**src/rtl/fetch_stage.sv**
```systemverilog
// fetch_stage: instruction-fetch stage with the IF/ID pipeline register.
// Holds the PC, drives a combinational instruction-memory word address, and
// latches the fetched word into IF/ID. A HALT word (opcode 6'b111111) parks
// the stage in HALTED until a taken branch redirects it.
//
// Optional build macro: FETCH_PERF_CNT_EN adds the saturating stallCount and
// flushCount performance counters. Without it, neither port nor logic exists.
//
// state  | meaning
// -------+---------------------------------------------------------------
// RUN    | fetching sequentially, loading IF/ID every non-stalled cycle
// HALTED | HALT word has entered IF/ID; PC frozen, IF/ID fed bubbles

module fetch_stage #(
    parameter logic [31:0] RESET_PC = 32'h0000_0000,
    parameter int          IMEM_AW  = 10
) (
    input  logic               clk,
    input  logic               rst,
    output logic [IMEM_AW-1:0] imem_addr,
    input  logic [31:0]        imem_rdata,
    input  logic               stall,
    input  logic               flush,
    input  logic               branchTakenFlag,
    input  logic [31:0]        branchTarget,
    output logic [31:0]        instr_D,
    output logic [31:0]        pc_D,
    output logic [31:0]        pcPlus4_D,
    output logic               valid_D,
    output logic               halted
`ifdef FETCH_PERF_CNT_EN
    ,
    output logic [31:0]        stallCount,
    output logic [31:0]        flushCount
`endif
);

    typedef enum logic {
        RUN    = 1'b0,
        HALTED = 1'b1
    } state_t;

    state_t      state;
    logic [31:0] pc;
    logic [31:0] pc_plus4;
    logic [31:0] redirect_pc;
    logic        fetch_is_halt;
    logic        loads_halt;

    assign pc_plus4      = pc + 32'd4;
    assign redirect_pc   = branchTarget & 32'hFFFF_FFFC;
    assign imem_addr     = pc[IMEM_AW+1:2];
    assign fetch_is_halt = (imem_rdata[31:26] == 6'b111111);
    // A HALT word only counts once it actually lands in IF/ID as valid.
    assign loads_halt    = (state == RUN) && !flush && !stall && fetch_is_halt;

    // Program counter: reset, then redirect, then hold, then sequential.
    always_ff @(posedge clk) begin
        if (rst) begin
            pc <= RESET_PC;
        end else if (branchTakenFlag) begin
            pc <= redirect_pc;
        end else if (!stall && (state != HALTED)) begin
            pc <= pc_plus4;
        end
    end

    // IF/ID register: flush beats stall, stall beats the halted bubble.
    always_ff @(posedge clk) begin
        if (rst || flush) begin
            instr_D   <= 32'h0;
            pc_D      <= 32'h0;
            pcPlus4_D <= 32'h0;
            valid_D   <= 1'b0;
        end else if (stall) begin
            instr_D   <= instr_D;
        end else if (state == HALTED) begin
            instr_D   <= 32'h0;
            pc_D      <= 32'h0;
            pcPlus4_D <= 32'h0;
            valid_D   <= 1'b0;
        end else begin
            instr_D   <= imem_rdata;
            pc_D      <= pc;
            pcPlus4_D <= pc_plus4;
            valid_D   <= 1'b1;
        end
    end

    // Halt FSM with registered halted flag; a taken branch always resumes RUN.
    always_ff @(posedge clk) begin
        if (rst) begin
            state  <= RUN;
            halted <= 1'b0;
        end else if (branchTakenFlag) begin
            state  <= RUN;
            halted <= 1'b0;
        end else if (loads_halt) begin
            state  <= HALTED;
            halted <= 1'b1;
        end
    end

`ifdef FETCH_PERF_CNT_EN
    // Saturating counts of stalled and flushed edges.
    always_ff @(posedge clk) begin
        if (rst) begin
            stallCount <= 32'h0;
            flushCount <= 32'h0;
        end else begin
            if (stall && (stallCount != 32'hFFFF_FFFF)) begin
                stallCount <= stallCount + 32'd1;
            end
            if (flush && (flushCount != 32'hFFFF_FFFF)) begin
                flushCount <= flushCount + 32'd1;
            end
        end
    end
`endif

endmodule

```
**config.mk**
```make
export PLATFORM = sky130hd
export DESIGN_NAME = fetch_stage
export DESIGN_NICKNAME = d
export VERILOG_FILES = /design/src/rtl/fetch_stage.sv
export SDC_FILE = /design/constraint.sdc
export NUM_CORES = 1
export LEC_CHECK = 0
export CAP_MARGIN = 20
export CORE_MARGIN = 2
export CORE_UTILIZATION = 50
export CTS_CLUSTER_DIAMETER = 200
export CTS_CLUSTER_SIZE = 24
export DETAILED_ROUTE_END_ITERATION = 8
export PLACE_DENSITY = 0.86
export SYNTH_ARGS = -nofsm -noshare
export SYNTH_HDL_FRONTEND = slang
export SYNTH_SLANG_ARGS = --single-unit
```
**constraint.sdc**
```tcl
create_clock -name clk -period 4.1 [get_ports clk]
set_clock_uncertainty 0.15 [all_clocks]
set_input_delay 0.615 -clock clk [delete_from_list [all_inputs] [get_ports clk]]
set_output_delay 0.615 -clock clk [all_outputs]
set_load 0.02 [all_outputs]
```
[After elaboration in Yosys (flattened, before gate mapping)]
Cells that the tools add are included.
Cells by class
  bitwise operators: 1
  $lt $le $gt $ge: 0
  multiply operators: 0
  divide/modulo/power cells: 0
  add/subtract/negate cells: 1
  equality and inequality tests: 1
  shift-type cells: 0
  reductions and logical operators: 9
  mux-type cells: 6
Operators by type and width (number)
  $mux W32: 5
  $add A32 B3 Y32 const B: 1
  $eq A6 B6 Y1 const B: 1
  $logic_and A1 B1 Y1: 4
  $logic_not A1 Y1: 2
  $reduce_bool A2 Y1: 1
  $reduce_or A2 Y1: 1
  $logic_or A1 B1 Y1: 1
  $mux W1: 1
  $not A1 Y1: 1
Storage, ports and cells
  memory bits (read-only): 0
  bits in writable memories: 0
  memories kept: 0
  word-level logic and storage cells: 25
  bits in registers: 130
  output and inout port bits: 108
  latch bits: 0
  bits of input ports: 69

[Longest topological paths before layout]
  depth after elaboration: 4
  gate-level depth with buffers: 7
  gate-level depth less buffers: 6

[Worst setup path before layout]
No wires, ideal clock.
  path type: input -> register
  start point: input port stall
  end point: register pc_D[15]
  stages: 6
  library setup time: 0.065 ns
  buffers on the path: 3
  data required time: 3.885 ns
  arrival: 1.916 ns
  setup slack: 1.969 ns
  cell sequence: clkbuf_1 > nor2_1 > clkbuf_1 > buf_1 > a22oi_1 > nor2_1
RTL lines
  from (decl): line 22  | input logic stall,
  to (signal assigned): line 84  | pc_D <= pc;
  to (decl): line 27  | output logic [31:0] pc_D,

[Worst setup path in the final report]
  start point: register pc[4]
  end point: output port imem_addr[2]
RTL lines
  from (decl): line 44  | logic [31:0] pc;
  from (signal assigned): line 62  | pc <= redirect_pc;
  from (signal assigned): line 64  | pc <= pc_plus4;
  to (decl): line 20  | output logic [IMEM_AW-1:0] imem_addr,
No word-level cell between the ends.

==> impl_metrics.ini <==
[hold_path]
holdPathEnd = pcPlus4_D[25]
hold_depth = 2
min-delay-start = pcPlus4_D[25]
hold_path_class = reg -> reg

[detailed_routing]
drc = 0
routed_wl_mm = 15.5
drtAntennaViolNets = 0
wl_per_cell_um = 17.2
drtIter0Drc = 313
num_vias = 5018
dr.pass1.iters = 5
routed_via_density = 5.55

[clocking]
cts_tree = yes
cts_buffer_depth = 2
cts.sinks = 124
path_clk_slew_ns = 0.06
clk_latency_ns = 0.51
postCtsHoldBufs = 0
cts_buffers = 17
htreeDepth = 4
cts-root-buf = clkbuf_8
postCtsSetupBuffers = 0
post_cts_resized = 0

[timing]
setup_total_negative_slack_ns = 0
drv_slew = 0
fin_crit_sh_pct = 63.3
setup_viol = 0
hold_viol_final = 0
timing.fmax_mhz = 385
max-slew-margin-rel_pct = 46.0
rsz0062_at_grt = false
worstMarginPinSlew_ns = 0.810
period_minus_slack_ns = 2.60

[logic_synthesis]
syn_area_um2 = 5350
synth-compound-area-share_pct = 16.6
synth_cells = 627
synth_top_family_by_area = simple AND/OR/NAND/NOR gates
synthTopCellsByArea = dfxtp_1, a22oi_1, nor2_1
synth_top_cell_by_area = dfxtp_1
ys_seq_area_share_pct = 46.4
muxShareOfSynthArea_pct = 0.748
synth_edf_count = 0
ys_types = 42
synthAdderAreaFrac_pct = 0.234
ys_warn_count = 0
yosys.area_share.simple_pct = 20.2
synth-xor-area-share_pct = 8.67
ys_async_sr_fraction_pct = 0
syn_area_per_cell_um2 = 8.54
synth_flop_cell = dfxtp_1
netlist.area_leader.share_pct = 46.4
ys_ff_latch = 124

[worst_setup_path]
cp_num_buf_inv = 1
crit_type = reg -> out
cp.required_ns = 3.34
rr_worst_depth = 6
rr_startpoint = pc[2]
timing.rr.end = pc[26]
cp_max_fo = 10
cp_data_arrival_time_ns = 1.83
end_kind = output port
max_stage_delay_ns = 0.73
cpLargestDelayFamily = buffers and inverters
regToRegSetupSlack_ns = 1.51
cp_slowest_cell = clkdlybuf4s50_1
start_kind = flip-flop
worstPathCellList = clkdlybuf4s50_1

[global_routing]
grt_pass1_vias = 4847
grt-ovfl-total = 0
grt_usage_pct = 26.7
antenna_found_initial = 0
grt_pass1_wl_mm = 24.3
grt_max_degree = 73

[floorplan]
start_util_pct = 51.6
die_w_um = 107
die_h_um = 107
pin_count = 177
dieArea_um2 = 11600
core_area_um2 = 10400
rows = 37

[power]
max-vdd-ir-drop_mv = 0.293
pwr_density_cell_nw_per_um2 = 397
leakagePower_nw = 2.74

[final_layout]
antenna_cells = 0
multi_input_area_um2 = 2520
regArea_um2 = 2480
final_nets = 828
fillers = 775
area_delta_synth_final_pct = 40.1
drive_above_1_share_pct = 6.38
fin_util_pct = 72.3

[place]
portBuffers = 170
place_congestion = 0.855
hpwl_mm = 10.6

[status]
status = complete, no violations

[flow_run]
maxCapViolCount = 0
## registers in the layout (all words and copies together) (netlist names)
register and count:
valid_D 1, state 1, instr_D 32, pc_D 30, pcPlus4_D 30, pc 30
## report_power, final
| part | leakage (nW) | internal (mW) | switching (mW) | total (mW) |
|---|---|---|---|---|
| registers | 1.01 | 1.25 | 0.0571 | 1.31 |
| clock network | 0.261 | 0.834 | 0.509 | 1.34 |
| logic | 1.47 | 0.164 | 0.167 | 0.331 |
## metal layers
metal  up-vias  global-route usage, %  share of wire [%]
met1      2413                   32.3                 40
li1       2396                      -                  -
met2       186                   45.6                 51
met4         0                   8.79                1.7
met5         -                      0                  0
met3        23                   7.63                6.9
## placed cells by master (no fill, tap or decap), types with 5 or more instances in the layout
cell type        synthesis  final
dfxtp_1                124    124
nor2_1                  96     95
clkinv_2                 0      5
xnor2_1                 20     20
xor2_1                  33     33
a211oi_1                 7      7
and3_1                   8      8
a22oi_1                 66     66
nor3_1                  11     11
a21oi_1                 22     22
inv_1                   12     12
nand3_1                 18     18
nand4_1                 15     15
clkbuf_16                0     16
buf_4                   14      8
nand2_1                 55     55
o21a_1                  10     10
clkdlybuf4s50_1          0    169
o21ai_0                 26     26
## synth_stat cells (8+ instances only)
| library cell | number |
|---|---|
| clkbuf_1 | 36 |
| inv_1 | 12 |
| nor2_1 | 96 |
| buf_2 | 10 |
| dfxtp_1 | 124 |
| nor3_1 | 11 |
| o21a_1 | 10 |
| xor2_1 | 33 |
| nand4_1 | 15 |
| xnor2_1 | 20 |
| nand2_1 | 55 |
| and3_1 | 8 |
| a21oi_1 | 22 |
| nand3_1 | 18 |
| buf_4 | 14 |
| a22oi_1 | 66 |
| o21ai_0 | 26 |
## per-stage QoR
step	hold WS (ns)	total power, mW	instances	setup slack (ns)	area [um^2]
2_1_floorplan	0.357	1.51	630	1.97	5370
3_3_place_gp	0.289	1.64	874	1.45	6970
3_5_place_dp	0.292	1.66	874	1.41	6970
4_1_cts	0.306	2.99	903	1.40	7490
5_1_grt	0.335	3.08	904	1.31	7500
6_report	0.305	2.98	904	1.50	7500
## area by class of cell
class,instances,area share [%]
multi-input combinational,425,33.6
sequential,124,33.1
timing repair buffer,178,23.4
clock buffer,21,6.12
tap,136,2.27
clock inverter,8,0.934
inverter,12,0.600
## worst max-delay path by stage
stage / start / to / cells after the start
floorplan: stall / pc_D[15] / 6
global placement: branchTakenFlag / pc[30] / 6
detailed placement: branchTakenFlag / pc[30] / 6
CTS: pc[2] / pc[25] / 5
global route: pc[2] / pc[28] / 6
finish: pc[4] / imem_addr[2] / 1
## cell families (layout without fill, tap and decap cells)
| family | Yosys count | after routing |
|---|---|---|
| fa+ha+maj | 1 | 1 |
| flops | 124 | 124 |
| mux | 4 | 4 |
| other cells | 1 | 4 |
| buf+inv | 81 | 219 |
| simple gates | 228 | 228 |
| xor+xnor | 53 | 53 |
| compound gates | 135 | 135 |
Note: power is estimated with default switching activity, not from simulation.
